**src/rtl/clock_timekeeper.sv**
```systemverilog
// clock_timekeeper: 12-hour real-time clock feeding the 4-digit 7-segment
// display controller, with a push-button set mode (RUN -> SET_HR -> SET_MIN).
//
// Optional feature macro: CLOCK_TIMEKEEPER_DEBOUNCE_EN
//   defined   : each synchronised button passes through a db_cycles
//               stable-time debouncer before edge detection
//   undefined : two-flop synchroniser + rising-edge detect only
//
// Ports:
//   clk       in   system clock, rising edge
//   rst_n     in   asynchronous active-low reset
//   btn_mode  in   raw mode button (async, active-high)
//   btn_inc   in   raw increment button (async, active-high)
//   time_bus  out  {hour[11:8] 1..12, tenmin[7:4] 0..5, min[3:0] 0..9}
//   dp_out    out  decimal point: 1 Hz blink in RUN, steady on in set modes
//   pm        out  0 = AM, 1 = PM
//   sec_tick  out  one-cycle pulse at each one-second boundary
module clock_timekeeper #(
  parameter int unsigned sys_freq      = 100000000,
  parameter int unsigned ticks_per_sec = 100000000,
  parameter int unsigned db_cycles     = 1000000
) (
  input  logic        clk,
  input  logic        rst_n,
  input  logic        btn_mode,
  input  logic        btn_inc,
  output logic [11:0] time_bus,
  output logic        dp_out,
  output logic        pm,
  output logic        sec_tick
);

  localparam int unsigned PRE_W = (ticks_per_sec > 1) ? $clog2(ticks_per_sec) : 1;
  localparam logic [PRE_W-1:0] PRE_LAST = PRE_W'(ticks_per_sec - 1);
  localparam logic [PRE_W-1:0] PRE_HALF = PRE_W'(ticks_per_sec / 2);

  // Elaboration-time sanity check on the configuration.
  generate
    if (sys_freq == 0 || ticks_per_sec == 0 || db_cycles == 0) begin : g_bad_cfg
      $error("clock_timekeeper: sys_freq, ticks_per_sec and db_cycles must be non-zero");
    end
  endgenerate

  typedef enum logic [1:0] {
    RUN     = 2'd0,
    SET_HR  = 2'd1,
    SET_MIN = 2'd2
  } state_t;

  // Button path: bit 0 = mode, bit 1 = inc.
  logic [1:0] btn_raw;
  logic [1:0] sync1_q, sync2_q;
  logic [1:0] lvl;
  logic [1:0] lvl_prev_q;
  logic       mode_p, inc_p;

  assign btn_raw = {btn_inc, btn_mode};

  // Two-flop synchroniser plus the previous-level flop for edge detection.
  always_ff @(posedge clk or negedge rst_n) begin
    if (!rst_n) begin
      sync1_q    <= '0;
      sync2_q    <= '0;
      lvl_prev_q <= '0;
    end else begin
      sync1_q    <= btn_raw;
      sync2_q    <= sync1_q;
      lvl_prev_q <= lvl;
    end
  end

`ifdef CLOCK_TIMEKEEPER_DEBOUNCE_EN
  localparam int unsigned DB_W = (db_cycles > 1) ? $clog2(db_cycles) : 1;
  localparam logic [DB_W-1:0] DB_LAST = DB_W'(db_cycles - 1);

  logic [1:0]      db_lvl_q;
  logic [DB_W-1:0] db_cnt_q [2];

  // Level follows the synchronised input only after db_cycles consecutive
  // samples that differ from the current level; any agreeing sample restarts.
  always_ff @(posedge clk or negedge rst_n) begin
    if (!rst_n) begin
      db_lvl_q <= '0;
      for (int i = 0; i < 2; i++) db_cnt_q[i] <= '0;
    end else begin
      for (int i = 0; i < 2; i++) begin
        if (sync2_q[i] == db_lvl_q[i]) begin
          db_cnt_q[i] <= '0;
        end else if (db_cnt_q[i] == DB_LAST) begin
          db_lvl_q[i] <= sync2_q[i];
          db_cnt_q[i] <= '0;
        end else begin
          db_cnt_q[i] <= db_cnt_q[i] + DB_W'(1);
        end
      end
    end
  end

  assign lvl = db_lvl_q;
`else
  assign lvl = sync2_q;
`endif

  assign mode_p = lvl[0] & ~lvl_prev_q[0];
  assign inc_p  = lvl[1] & ~lvl_prev_q[1];

  // Timekeeping state.
  state_t           state_q, state_d;
  logic [PRE_W-1:0] pre_q, pre_d;
  logic [5:0]       sec_q, sec_d;
  logic [3:0]       hour_q, hour_d;
  logic [3:0]       ten_q, ten_d;
  logic [3:0]       min_q, min_d;
  logic             pm_q, pm_d;
  logic             dp_q, dp_d;
  logic             tick_q, tick_d;

  // 12 -> 1 wrap; any illegal hour recovers to 1.
  function automatic logic [3:0] hour_next(input logic [3:0] h);
    hour_next = (h == 4'd0 || h >= 4'd12) ? 4'd1 : h + 4'd1;
  endfunction

  // Next-state logic; mode_p always takes priority over inc_p and over a
  // coincident prescaler terminal count.
  always_comb begin
    state_d = state_q;
    pre_d   = pre_q;
    sec_d   = sec_q;
    hour_d  = hour_q;
    ten_d   = ten_q;
    min_d   = min_q;
    pm_d    = pm_q;
    tick_d  = 1'b0;
    dp_d    = dp_q;

    case (state_q)
      RUN: begin
        if (mode_p) begin
          state_d = SET_HR;
          pre_d   = '0;
          sec_d   = '0;
        end else if (pre_q == PRE_LAST) begin
          pre_d  = '0;
          tick_d = 1'b1;
          if (sec_q >= 6'd59) begin
            sec_d = '0;
            if (min_q >= 4'd9) begin
              min_d = '0;
              if (ten_q >= 4'd5) begin
                ten_d  = '0;
                hour_d = hour_next(hour_q);
                if (hour_q == 4'd11) pm_d = ~pm_q;
              end else begin
                ten_d = ten_q + 4'd1;
              end
            end else begin
              min_d = min_q + 4'd1;
            end
          end else begin
            sec_d = sec_q + 6'd1;
          end
        end else begin
          pre_d = pre_q + PRE_W'(1);
        end
      end

      SET_HR: begin
        pre_d = '0;
        sec_d = '0;
        if (mode_p) begin
          state_d = SET_MIN;
        end else if (inc_p) begin
          hour_d = hour_next(hour_q);
          if (hour_q == 4'd11) pm_d = ~pm_q;
        end
      end

      SET_MIN: begin
        pre_d = '0;
        sec_d = '0;
        if (mode_p) begin
          state_d = RUN;
        end else if (inc_p) begin
          // Minutes wrap 59 -> 00 without touching the hour.
          if (min_q >= 4'd9) begin
            min_d = '0;
            ten_d = (ten_q >= 4'd5) ? 4'd0 : ten_q + 4'd1;
          end else begin
            min_d = min_q + 4'd1;
          end
        end
      end

      default: begin
        state_d = RUN;
        pre_d   = '0;
        sec_d   = '0;
      end
    endcase

    // Aligned with the prescaler value that will be held next cycle.
    dp_d = (state_d == RUN) ? (pre_d < PRE_HALF) : 1'b1;
  end

  // State and output registers.
  always_ff @(posedge clk or negedge rst_n) begin
    if (!rst_n) begin
      state_q <= RUN;
      pre_q   <= '0;
      sec_q   <= '0;
      hour_q  <= 4'd12;
      ten_q   <= '0;
      min_q   <= '0;
      pm_q    <= 1'b0;
      dp_q    <= 1'b0;
      tick_q  <= 1'b0;
    end else begin
      state_q <= state_d;
      pre_q   <= pre_d;
      sec_q   <= sec_d;
      hour_q  <= hour_d;
      ten_q   <= ten_d;
      min_q   <= min_d;
      pm_q    <= pm_d;
      dp_q    <= dp_d;
      tick_q  <= tick_d;
    end
  end

  assign time_bus = {hour_q, ten_q, min_q};
  assign pm       = pm_q;
  assign dp_out   = dp_q;
  assign sec_tick = tick_q;

endmodule

```
**config.mk**
```make
export PLATFORM = sky130hd
export DESIGN_NAME = clock_timekeeper
export DESIGN_NICKNAME = d
export VERILOG_FILES = /design/src/rtl/clock_timekeeper.sv
export SDC_FILE = /design/constraint.sdc
export NUM_CORES = 1
export LEC_CHECK = 0
export BUFFER_PORTS_ARGS = -buffer_cell sky130_fd_sc_hd__buf_2
export CORE_ASPECT_RATIO = 1.5
export CORE_UTILIZATION = 50
export DETAILED_ROUTE_END_ITERATION = 8
export GPL_TIMING_DRIVEN = 0
export PLACE_DENSITY = 0.7
export SYNTH_ARGS = -nofsm -noshare
export SYNTH_HDL_FRONTEND = slang
export SYNTH_SLANG_ARGS = --single-unit
```
**constraint.sdc**
```tcl
create_clock -name clk -period 2.2 [get_ports clk]
set_input_delay 0.44 -clock clk [delete_from_list [all_inputs] [get_ports clk]]
set_output_delay 0.44 -clock clk [all_outputs]
set_load 0.02 [all_outputs]
```
Word-level counts from Yosys, hierarchy flattened
Index checks and enable logic that the tools add are counted.
{ "word_totals": {"regBits": 56, "input_bits": 4} }
{ "op_classes": {"addsub": 5, "order_cmp": 5, "n_reduce_logical": 8, "eq_ne": 14, "mux": 48, "bitwise": 5} }
{ "op_table": {"columns": ["cell", "count"], "rows": [
  ["4-bit 2-to-1 mux", 21],
  ["27-bit 2-to-1 mux", 3],
  ["27-bit by 1-bit adder with 27-bit output, second input constant", 1],
  ["27-bit equality test, second input constant", 1],
  ["27-bit by 26-bit less-than comparator with 1-bit output, second input constant", 1],
  ["6-bit 2-to-1 mux", 4],
  ["4-bit case mux with 2 select lines", 3],
  ["2-bit inequality test, second input constant", 9],
  ["4-bit by 1-bit adder with 4-bit output, second input constant", 3],
  ["1-bit 2-to-1 mux", 12],
  ["4-bit greater-or-equal comparator, second input constant", 2],
  ["8-bit AND reduction", 1],
  ["6-bit by 1-bit adder with 6-bit output, second input constant", 1],
  ["6-bit greater-or-equal comparator, second input constant", 1],
  ["2-bit 2-to-1 mux", 3],
  ["2-bit case mux with 3 select lines", 1],
  ["6-bit AND reduction", 1],
  ["4-bit equality test, second input constant", 1],
  ["4-bit by 3-bit greater-or-equal comparator with 1-bit output, second input constant", 1],
  ["2-bit zero test", 2],
  ["4-bit zero test", 1],
  ["2-bit nonzero test", 2],
  ["3-bit inequality test, second input constant", 1],
  ["1-bit inverter", 3],
  ["other kinds (5)", 6]
]} }

Depth between registers and ports, before layout
{ "depth": {"word_depth": 9, "depth_mapped": 10, "depth_no_buf": 9} }

Least setup slack after synthesis
OpenSTA, ideal clock, no wires.
{ "synth_path": {"kind": "flip-flop to flip-flop", "startpoint": "register pre_q[0]", "endpoint": "register ten_q[2]", "setup_time_ns": 0.077, "setup_slack_ns": -0.032, "t_required_ns": 2.123, "path_stages_with_launch": 10, "arrival_time_ns": 2.155, "path_cell_list": "dfrtp_1 > ha_1 > and3_1 > nand3_2 > or3_1 > buf_6 > o32ai_4 > and2_4 > nand3_2 > o21ai_1"} }
{ "synth_via": {"elab_chain_len": 3} }
{ "synth_rtl": {"columns": ["item", "line_no", "text"], "rows": [
  ["start: declaration", "109", "logic [PRE_W-1:0] pre_q, pre_d;"],
  ["start signal: assignment", "219", "pre_q <= pre_d;"],
  ["27-bit equality test", "142", "end else if (pre_q == PRE_LAST) begin"],
  ["2-bit inequality test (no source line)", null, null],
  ["6-bit AND reduction (no source line)", null, null],
  ["end signal: assignment", "222", "ten_q <= ten_d;"],
  ["end: declaration", "112", "logic [3:0] ten_q, ten_d;"]
]} }
Every way passes these cells.
A chain may end at the register's enable or synchronous reset.

Final worst setup path
{ "layout_path": {"startpoint": "register pre_q[1]", "endpoint": "register dp_q, in the netlist dp_out"} }
{ "layout_via": {"elab_chain_len": 6, "elab_cells_between_ends": 7, "classes_between": "add/sub: 1; order compare: 1; eq/ne: 1; mux: 4"} }
{ "layout_rtl": {"columns": ["item", "line_no", "text"], "rows": [
  ["27-bit by 1-bit adder with 27-bit output / 27-bit equality test (equally long branches)", "163, 142", null],
  ["27-bit 2-to-1 mux (*)", "142", null],
  ["27-bit 2-to-1 mux (*)", "138", "if (mode_p) begin"],
  ["27-bit 2-to-1 mux (*)", "136", "case (state_q)"],
  ["27-bit by 26-bit less-than comparator with 1-bit output (*)", "202", "dp_d = (state_d == RUN) ? (pre_d < PRE_HALF) : 1'b1;"],
  ["1-bit 2-to-1 mux (*)", "202", null],
  ["net dp_d", "115", "logic dp_q, dp_d;"],
  ["end signal: assignment", "225", "dp_q <= dp_d;"],
  ["end: declaration", "115", null]
]} }
The timed path passes the listed nets; every way through them passes the cells marked *.

==> impl_metrics.py <==
metrics = {
    "die": {
        "die_w_um": 65.0,
        "coreArea_mm2": 0.00579,
        "rows": 34,
        "dieArea_mm2": 0.00628,
        "start_util": 0.515,
        "die_y_um": 96.5,
        "io_pins": 19,
    },
    "final_layout": {
        "drive_gt1_frac": 0.264,
        "mostFrequentLayoutCells": "dfrtp_1 (47), nor2_1 (44), nand2_1 (24)",
        "finalNonFillerCells": 424,
        "fin_nets": 365,
        "area_growth_pct": 20.8,
        "final_common_cell": "dfrtp_1",
        "num_antenna_cells": 0,
        "fin_area_mm2": 0.00360,
        "fin_util": 0.622,
        "fill_cells": 487,
    },
    "timing": {
        "setup_viol": 3,
        "max_freq_ghz": 0.444,
        "finalHoldViolations": 0,
        "slew_violations": 0,
        "slew_headroom": 0.511,
        "rsz0062_at_grt": "yes",
        "finalSetupTns_ns": -0.0722,
        "finalClockSkew_ns": 0.0108,
        "min_period_ns": 2.25,
        "post-route-period-util": 1.02,
        "holdWs_ns": 0.174,
        "fin_ws_ns": -0.0541,
        "tightest_slew_ns": 0.733,
    },
    "critical_path": {
        "cp.arrival_ns": 2.45,
        "crit_fanout": 4,
        "worstSetupStartpointType": "flip-flop",
        "cp-end-kind": "flip-flop",
        "cp_data_required_time_ns": 2.40,
        "crit_type": "flip-flop to flip-flop",
    },
    "routing": {
        "routed_wl_mm": 6.42,
        "final_antenna_net_count": 0,
        "firstDrtPassIters": 4,
        "drc_errors": 0,
        "dr.first_iter.drc_count": 133,
        "num_vias": 2443,
        "avgViaCountPerCell": 5.76,
        "wl_per_cell_um": 15.1,
    },
    "place": {
        "place_ws_ns": -0.289,
        "place.gp.congestion": 0.817,
        "io_buffers": 18,
        "dp_hpwl_mm": 4.10,
        "place_area_mm2": 0.00318,
        "placed_cells": 398,
    },
    "logic_synthesis": {
        "synth_seq_area_share": 0.471,
        "synthSimpleGateAreaFrac": 0.277,
        "synth_cell_types": 55,
        "yosys_warnings": 0,
        "synth_top_family_by_area": "simple AND/OR/NAND/NOR gates",
        "synth_compound_area_frac": 0.0966,
        "syn-instance-count": 308,
        "syn-cell-area_mm2": 0.00298,
        "synth_area_per_cell_um2": 9.67,
        "synth_adder_area_share": 0.0420,
        "synth_xor_area_frac": 0.0794,
        "ys_ff_latch": 56,
        "synth_mux_area_frac": 0.00672,
        "syn-num-nets": 322,
    },
    "clock_network": {
        "clockRootBuffer": "clkbuf_8",
        "cts_hold_buf": 0,
        "numCtsBuffers": 5,
        "cts_buffer_depth": 2,
        "clkTransAtPathRegs_ns": 0.11,
        "cts_tree": "yes",
        "worstSkewPairLatency_ns": 0.31,
        "h-tree-depth": 2,
        "cts.sinks": 56,
    },
    "run": {
        "maxCapViolCount": 0,
    },
    "pwr": {
        "power_frac_comb": 0.266,
        "power.total_mw": 2.47,
        "clockPowerShare": 0.237,
        "switching_share": 0.358,
        "p_int_mw": 1.59,
        "power.density_mw_per_mm2": 686,
        "p_leak_nw": 1.53,
        "p_sw_mw": 0.883,
        "seq_power_share": 0.497,
        "ir_drop_mv": 0.537,
    },
    "grt": {
        "grt_overflow": 0,
        "antenna_found_initial": 0,
        "grt_pass1_wl_mm": 10.5,
        "grt_pass1_vias": 2323,
        "grt_max_degree": 57,
        "track_usage": 0.218,
    },
    "status": {
        "outcome": "finished, violations left",
        "violations": "negative setup slack",
    },
    "hold_path": {
        "holdCritPathClass": "input port to async pin",
    },
}
==> power by group through the flow <==
stage / logic (mW) / clock network (mW) / registers (mW)
finish: 0.656 / 0.586 / 1.23
global route: 0.748 / 0.641 / 1.24
floorplan: 0.341 / 0 / 1.27
CTS: 0.634 / 0.603 / 1.21
global placement: 0.548 / 0 / 1.23
detailed placement: 0.561 / 0 / 1.24
==> cell usage after synthesis (all sizes together) <==
master | n | area (µm²)
xor2 | 13 | 114
a311oi | 1 | 8.76
or4 | 1 | 7.51
a21o | 1 | 7.51
o2111ai | 1 | 8.76
nor2b | 4 | 25.0
and3 | 9 | 56.3
or3 | 6 | 42.5
nand4 | 9 | 56.3
nor2 | 46 | 180
nand3 | 18 | 113
nand3b | 1 | 7.51
nor3b | 2 | 15.0
nor3 | 10 | 66.3
o31ai | 2 | 15.0
and3b | 1 | 8.76
inv | 11 | 41.3
a31oi | 2 | 18.8
nor4 | 4 | 25.0
o21ai | 20 | 100
mux2i | 2 | 20.0
nand4b | 1 | 8.76
o2111a | 1 | 11.3
nor4b | 1 | 15.0
o32ai | 1 | 27.5
a32o | 1 | 10.0
and2 | 3 | 21.3
nor4bb | 1 | 10.0
dfstp | 2 | 52.6
a41oi | 3 | 26.3
or4b | 1 | 10.0
nand2 | 26 | 97.6
dfrtp | 54 | 1350
clkbuf | 2 | 7.51
a21oi | 9 | 45.0
nand2b | 4 | 25.0
buf | 5 | 31.3
or3b | 1 | 8.76
o41ai | 1 | 8.76
ha | 10 | 125
xnor2 | 14 | 123
and4 | 3 | 26.3
==> metal layers <==
metal / track usage / part of all wire / vias up
met5: 0 / 0 / -
met2: 0.403 / 0.55 / 54
met1: 0.246 / 0.39 / 1197
met3: 0.0270 / 0.025 / 22
met4: 0.101 / 0.032 / 0
li1: - / - / 1170
==> state kept, by name (all words and copies together), names as in the netlist, 2 cells and up <==
name and flops:
state_q 2, ten_q 4, sync1_q 2, min_q 4, lvl_prev_q 2, pre_q 27, lvl 2, hour_q 4
sec_q 6
==> path summary, 6_finish.rpt <==
| kind | startpoint | endpoint | slack, ns | cells past startpoint |
|---|---|---|---|---|
| max | pre_q[1]$_DFF_PN0_ | dp_out$_DFF_PN0_ | -0.05 | 8 |
| min | rst_n | pre_q[5]$_DFF_PN0_ | 0.17 | 1 |
| max reg2reg | pre_q[1]$_DFF_PN0_ | dp_out$_DFF_PN0_ | -0.05 | 8 |
| min reg2reg | sync1_q[0]$_DFF_PN0_ | lvl[0]$_DFF_PN0_ | 0.36 | 0 |
| max in group asynchronous | rst_n | pre_q[17]$_DFF_PN0_ | 1.52 | 1 |
| min in group clk | btn_inc | sync1_q[1]$_DFF_PN0_ | 0.23 | 1 |
==> layout make-up <==
| type | count | area (µm²) | share of cell area |
|---|---|---|---|
| tap | 72 | 90.1 | 0.0250 |
| clock inverter | 3 | 22.5 | 0.00626 |
| buffer | 5 | 33.8 | 0.00939 |
| sequential | 56 | 1410 | 0.393 |
| clock buffer | 5 | 68.8 | 0.0191 |
| timing repair buffer | 36 | 228 | 0.0633 |
| multi-input combinational | 236 | 1700 | 0.473 |
| inverter | 11 | 41.3 | 0.0115 |
==> cell families (layout without fill, tap and decap cells) <==
| kind of cell | after synthesis | after routing |
|---|---|---|
| flip-flops | 56 | 56 |
| buffers and inverters | 18 | 60 |
| AND/OR/NAND/NOR | 152 | 152 |
| XOR/XNOR | 27 | 27 |
| multiplexers | 2 | 2 |
| AO/OA/AOI/OAI | 43 | 45 |
| adder cells (fa/ha/maj) | 10 | 10 |
==> timing repair <==
item                                    in CTS  in global routing
pin swaps                                   14                 14
gates cloned                                 1                  1
buffers inserted                            13                  5
endpoints found under the setup margin      30                 36
gates resized for setup                     20                 22
==> worst max-delay path: stages, from the launching register on <==
cell and delay, ns:
dfrtp_1 0.43, ha_4 0.19, nand3_4 0.08, or3_4 0.39, nor2_4 0.11, xnor2_2 0.07
or4_4 0.55, o31ai_4 0.23, a21oi_2 0.10
Power figures use the tool's default switching activity.
